**config.mk**
```make
export PLATFORM = sky130hd
export DESIGN_NAME = seg_scan_driver
export DESIGN_NICKNAME = d
export VERILOG_FILES = /design/src/rtl/seg_pkg.sv /design/src/rtl/seg_nibble_decode.sv /design/src/rtl/seg_scan_driver.sv
export SDC_FILE = /design/constraint.sdc
export NUM_CORES = 1
export LEC_CHECK = 0
export BUFFER_PORTS_ARGS = -buffer_cell sky130_fd_sc_hd__buf_2
export CAP_MARGIN = 20
export CORE_MARGIN = 1.5
export CORE_UTILIZATION = 36
export CTS_CLUSTER_DIAMETER = 100
export DETAILED_ROUTE_END_ITERATION = 16
export GPL_ROUTABILITY_DRIVEN = 0
export PLACE_DENSITY = 0.52
export SLEW_MARGIN = 40
export SYNTH_ARGS = -nofsm -noshare
export SYNTH_HDL_FRONTEND = slang
export SYNTH_HIERARCHICAL = 1
export SYNTH_SLANG_ARGS = --single-unit
```
**constraint.sdc**
```tcl
create_clock -name clk -period 3.43 [get_ports clk]
set_input_delay 0.5145 -clock clk [delete_from_list [all_inputs] [get_ports clk]]
set_output_delay 0.5145 -clock clk [all_outputs]
set_load 0.1 [all_outputs]
```
**src/rtl/seg_pkg.sv**
```systemverilog
// Shared constants for the multiplexed seven-segment scan driver:
// active-low {a,b,c,d,e,f,g} glyphs (a at MSB) and output polarities.
package seg_pkg;

  localparam logic [6:0] SEG_0 = 7'b0000001;
  localparam logic [6:0] SEG_1 = 7'b1001111;
  localparam logic [6:0] SEG_2 = 7'b0010010;
  localparam logic [6:0] SEG_3 = 7'b0000110;
  localparam logic [6:0] SEG_4 = 7'b1001100;
  localparam logic [6:0] SEG_5 = 7'b0100100;
  localparam logic [6:0] SEG_6 = 7'b0100000;
  localparam logic [6:0] SEG_7 = 7'b0001111;
  localparam logic [6:0] SEG_8 = 7'b0000000;
  localparam logic [6:0] SEG_9 = 7'b0000100;
  localparam logic [6:0] SEG_A = 7'b0001000;
  localparam logic [6:0] SEG_B = 7'b1100000;
  localparam logic [6:0] SEG_C = 7'b0110001;
  localparam logic [6:0] SEG_D = 7'b1000010;
  localparam logic [6:0] SEG_E = 7'b0110000;
  localparam logic [6:0] SEG_F = 7'b0111000;

  localparam logic [6:0] SEG_BLANK = 7'b1111111;

  // Both segments/dp and anodes are driven low to light.
  localparam logic SEG_ON  = 1'b0;
  localparam logic SEG_OFF = 1'b1;
  localparam logic AN_ON   = 1'b0;
  localparam logic AN_OFF  = 1'b1;

endpackage

```
**src/rtl/seg_nibble_decode.sv**
```systemverilog
// Combinational nibble-to-glyph decoder; hex digits A..F are shown only
// when hex_en is set, and blank forces every segment off.
module seg_nibble_decode
  import seg_pkg::*;
(
  input  logic [3:0] nibble,
  input  logic       hex_en,
  input  logic       blank,
  output logic [6:0] seg
);

  always_comb begin
    seg = SEG_BLANK;
    if (!blank) begin
      case (nibble)
        4'h0: seg = SEG_0;
        4'h1: seg = SEG_1;
        4'h2: seg = SEG_2;
        4'h3: seg = SEG_3;
        4'h4: seg = SEG_4;
        4'h5: seg = SEG_5;
        4'h6: seg = SEG_6;
        4'h7: seg = SEG_7;
        4'h8: seg = SEG_8;
        4'h9: seg = SEG_9;
        4'hA: seg = hex_en ? SEG_A : SEG_BLANK;
        4'hB: seg = hex_en ? SEG_B : SEG_BLANK;
        4'hC: seg = hex_en ? SEG_C : SEG_BLANK;
        4'hD: seg = hex_en ? SEG_D : SEG_BLANK;
        4'hE: seg = hex_en ? SEG_E : SEG_BLANK;
        default: seg = hex_en ? SEG_F : SEG_BLANK;
      endcase
    end
  end

endmodule

```
**src/rtl/seg_scan_driver.sv**
```systemverilog
// Time-multiplexed seven-segment driver: one digit per REFRESH_DIV cycles,
// shadow/display double buffering so a frame never shows mixed data.
module seg_scan_driver
  import seg_pkg::*;
#(
  parameter int N_DIGITS    = 4,
  parameter int REFRESH_DIV = 100000,
  parameter int HEX_EN      = 0,
  parameter int LZ_BLANK    = 0
) (
  input  logic                  clk,
  input  logic                  rst,
  input  logic                  load,
  input  logic [4*N_DIGITS-1:0] value,
  input  logic [N_DIGITS-1:0]   dp_in,
  output logic [6:0]            seg,
  output logic                  dp,
  output logic [N_DIGITS-1:0]   an,
  output logic                  frame_done
);

  localparam int CW = $clog2(REFRESH_DIV);
  localparam int IW = $clog2(N_DIGITS);
  localparam logic [CW-1:0] CNT_LAST = CW'(REFRESH_DIV - 1);
  localparam logic [IW-1:0] IDX_LAST = IW'(N_DIGITS - 1);

  logic [CW-1:0]           cnt;
  logic [IW-1:0]           idx;
  logic [4*N_DIGITS-1:0]   shadow_val, disp_val;
  logic [N_DIGITS-1:0]     shadow_dp, disp_dp;
  logic                    wrap, frame;

  assign wrap  = (cnt == CNT_LAST);
  assign frame = wrap && (idx == IDX_LAST);
  assign frame_done = frame && !rst;

  // load is a fire-and-forget strobe (no ready): any cycle with load=1 and
  // rst=0 captures value/dp_in; a later load in the same frame overwrites it.
  always_ff @(posedge clk) begin
    if (rst) begin
      cnt        <= '0;
      idx        <= '0;
      shadow_val <= '0;
      shadow_dp  <= '0;
      disp_val   <= '0;
      disp_dp    <= '0;
    end else begin
      cnt <= wrap ? '0 : cnt + 1'b1;
      if (wrap) idx <= (idx == IDX_LAST) ? '0 : idx + 1'b1;
      if (load) begin
        shadow_val <= value;
        shadow_dp  <= dp_in;
      end
      // A load landing on the boundary bypasses the shadow straight to display.
      if (frame) begin
        disp_val <= load ? value : shadow_val;
        disp_dp  <= load ? dp_in : shadow_dp;
      end
    end
  end

  logic [3:0]          cur_nib;
  logic                cur_dp;
  logic                cur_lz;
  logic                zero_above;
  logic [N_DIGITS-1:0] an_next;
  logic                blank;
  logic [6:0]          dec_seg;

  // Walk from the top digit down; zero_above holds while every digit at or
  // above position i is zero, which marks i as a leading zero.
  always_comb begin
    cur_nib    = '0;
    cur_dp     = 1'b0;
    cur_lz     = 1'b0;
    zero_above = 1'b1;
    an_next    = '1;
    for (int i = N_DIGITS - 1; i >= 0; i--) begin
      zero_above = zero_above && (disp_val[4*i +: 4] == 4'd0);
      if (idx == IW'(i)) begin
        cur_nib    = disp_val[4*i +: 4];
        cur_dp     = disp_dp[i];
        cur_lz     = zero_above && (i != 0);
        an_next[i] = AN_ON;
      end
    end
  end

  assign blank = (LZ_BLANK != 0) && cur_lz;

  seg_nibble_decode u_decode (
    .nibble (cur_nib),
    .hex_en (HEX_EN != 0),
    .blank  (blank),
    .seg    (dec_seg)
  );

  always_ff @(posedge clk) begin
    if (rst) begin
      seg <= SEG_BLANK;
      dp  <= SEG_OFF;
      an  <= {N_DIGITS{AN_OFF}};
    end else begin
      seg <= dec_seg;
      dp  <= (blank || !cur_dp) ? SEG_OFF : SEG_ON;
      an  <= an_next;
    end
  end

endmodule

```
==> flow_metrics.py <==
metrics = {
    "critical_path": {
        "crit-reg2reg-capture": "seg[2]$_SDFF_PP1_",
        "critical_path.startpoint_type": "register",
        "critPathArrivalTime_ps": 2130,
        "timing.critical_path.fanout_max": 6,
        "worst-r2r-cell-count": 11,
        "timing.rr.start": "idx[0]$_SDFFE_PP0N_",
        "beginning_of_the_critical_path": "cnt[0]$_SDFF_PP0_",
        "crit_required_ps": 2920,
        "criticalPathCategory": "register to output port",
        "worstSetupEndpointType": "output port",
        "rrSetupSlack_ps": 950,
    },
    "cts": {
        "cts_tree": "yes",
        "hold_buffers": 0,
        "cts_resized": 0,
        "cts_num_sinks": 71,
        "clock_slew_seen_by_the_registers_of_the_worst_setup_and_hold_paths_ps": 70,
        "cts.root.buffer_cell": "clkbuf_8",
        "htree_num_levels": 3,
        "clock_latency_ps": 340,
        "cts.repair_timing.setup_buffer_count": 0,
        "tritoncts.num_buffers": 9,
        "clock_tree.buffer_depth": 2,
    },
    "place": {
        "pre_cts_slack_ps": 934,
        "io_buffer_count": 35,
        "place.detailed.hpwl_mm": 4.21,
    },
    "global_routing": {
        "vias_in_the_first_global_route": 2259,
        "met1_usage_pct": 17.9,
        "globalRoute.busiestLayer": "met2",
        "gr-total-overflow": 0,
        "gr-usage-all-layers_pct": 13.5,
        "grt_use_met3_pct": 2.84,
        "grt_max_degree": 57,
        "grt_pass1_wl_mm": 10.5,
        "antenna_violations_before_repair": 0,
        "met2_global_route_usage_pct": 21.0,
    },
    "sta": {
        "final_min_period_over_clock_period_pct": 77.0,
        "timing.setup.tns_ps": 0,
        "slew_viol_final": 0,
        "hold_ws_ps": 458,
        "worstMarginPinSlew_ps": 597,
        "worst_slack_ps": 789,
        "worst_skew_ps": 8.50,
        "max_clk_rate_ghz": 0.379,
        "post-route-min-period_ps": 2640,
        "finalSetupViolCount": 0,
        "final-hold-violation-count": 0,
        "grt_setup_unrepaired": "false",
        "timing.slew.headroom_pct": 60.2,
    },
    "yosys": {
        "netlist.top_cell.by_area": "dfxtp_1",
        "seq_area_frac_synth_pct": 43.1,
        "syn-mean-instance-area_um2": 9.60,
        "dominantRegCellSynth": "dfxtp_1",
        "yosysUniqueCellTypes": 46,
        "synth_edf_count": 0,
        "post_synth_inst_count": 343,
        "synthesis.area_mm2": 0.00329,
        "synth_seq_cells": 71,
        "synth_async_reset_ratio_pct": 0,
        "ys.warnings.count": 6,
        "area_share_of_the_leading_cell_type_in_the_synthesized_netlist_pct": 43.1,
        "synth.area.top_cells": "dfxtp_1 43%, mux2_4 9.1%, mux2i_1 6.4%",
    },
    "route": {
        "drt_pre_antenna_iters": 6,
        "drc_errors": 0,
        "num_vias": 2370,
        "final_routed_wire_length_divided_by_cell_count_um": 12.3,
        "number_of_nets_with_antenna_violations_after_detailed_routing": 0,
        "routed_via_density": 4.75,
        "drt_first_iter_violations": 123,
        "total_routed_length_mm": 6.16,
    },
    "layout": {
        "multiInputGateArea_mm2": 0.00177,
        "post_route_cells_drive_above_1_share_pct": 23.3,
        "area_growth_syn_to_layout_pct": 14.3,
        "n_antenna_cell": 0,
        "commonest_cells_after_routing_fill_and_taps_aside": "71 x dfxtp_1, 42 x nor2_1, 35 x buf_2",
        "nNetsFinal": 415,
        "final_common_cell": "dfxtp_1",
        "n_fill_cell": 876,
        "area.sequential_mm2": 0.00142,
        "final_core_util_pct": 42.8,
    },
    "floorplan": {
        "rows": 34,
        "core-area_mm2": 0.00881,
        "design.die.area_mm2": 0.00973,
        "top_level_port_count": 36,
        "die-width_um": 98.7,
        "dieHeight_um": 98.7,
        "start_util_pct": 37.4,
    },
    "flow_run": {
        "maxCapViolCount": 0,
    },
    "pwr": {
        "leakage_nw": 1.58,
        "ir_worst_vdd_uv": 183,
        "power_density_mw_per_mm2": 435,
    },
    "min_path": {
        "holdCritPathClass": "primary input to register",
        "holdPathStages": 3,
        "hp-start": "value[2]",
        "worst_hold_path.endpoint": "shadow_val[2]$_SDFF_PP0_",
    },
    "outcome": {
        "outcome": "finished, final reports clean",
    },
}
critical path: stages (launching register included):
cell and delay (ps):
dfxtp_1 390, ha_1 270, and4_1 320, nand4_2 200, nor2_1 170, buf_2 440
registers in the layout, indices dropped and copies added, names as in the netlist:
register,count
cnt,17
disp_dp,4
shadow_dp,4
seg,7
disp_val,16
an,4
shadow_val,16
dp,1
idx,2
synth_stat cells, drive strengths merged, types with 6 or more instances:
| cell | count |
|---|---|
| buf | 9 |
| nand4 | 6 |
| a21oi | 15 |
| nor2 | 42 |
| nand2 | 19 |
| o21ai | 20 |
| and3 | 6 |
| nor2b | 20 |
| nand3 | 7 |
| inv | 9 |
| dfxtp | 71 |
| or2 | 9 |
| mux2 | 21 |
| mux2i | 21 |
| xnor2 | 8 |
| clkbuf | 10 |
worst max-delay path by stage:
stage / to
2_1_floorplan: frame_done
3_3_place_gp: seg[2]$_SDFF_PP1_
3_5_place_dp: seg[2]$_SDFF_PP1_
4_1_cts: frame_done
5_1_grt: frame_done
6_report: frame_done
per-layer routing:
metal  vias to the layer above  part of all wire (%)
li1                       1239                     -
met1                      1092                    52
met2                        31                    44
met3                         8                   3.0
met4                         0                  0.94
met5                         -                     0
area by class of cell:
| type | instances | share of cell area (%) |
|---|---|---|
| sequential | 71 | 37.7 |
| clock buffer | 12 | 4.12 |
| clock inverter | 3 | 1.13 |
| multi-input combinational | 256 | 46.9 |
| tap | 108 | 3.59 |
| inverter | 9 | 0.897 |
| timing repair buffer | 40 | 5.65 |
stage by stage:
step	instances	instance area [um2]	power, W
floorplan	355	3340	0.000958
global placement	484	3570	0.000985
detailed placement	484	3570	0.000985
CTS	499	3770	0.00167
global route	499	3770	0.00172
finish	499	3770	0.00164
cells by family after synthesis:
family | synth area share (%)
AOI/OAI and AO/OA | 8.20
adders and majority gates | 1.90
DFF | 43.1
muxes | 15.8
other | 0.114
xor gates and xnor gates | 3.46
buffers and inverters | 4.63
and+or+nand+nor | 22.7
where the power goes:
group / total (W) / switching (W) / internal, W
logic: 0.000113 / 0.0000759 / 0.0000366
clock network: 0.000673 / 0.000302 / 0.000371
registers: 0.000852 / 0.00000730 / 0.000845
Power figures use the tool's default switching activity.
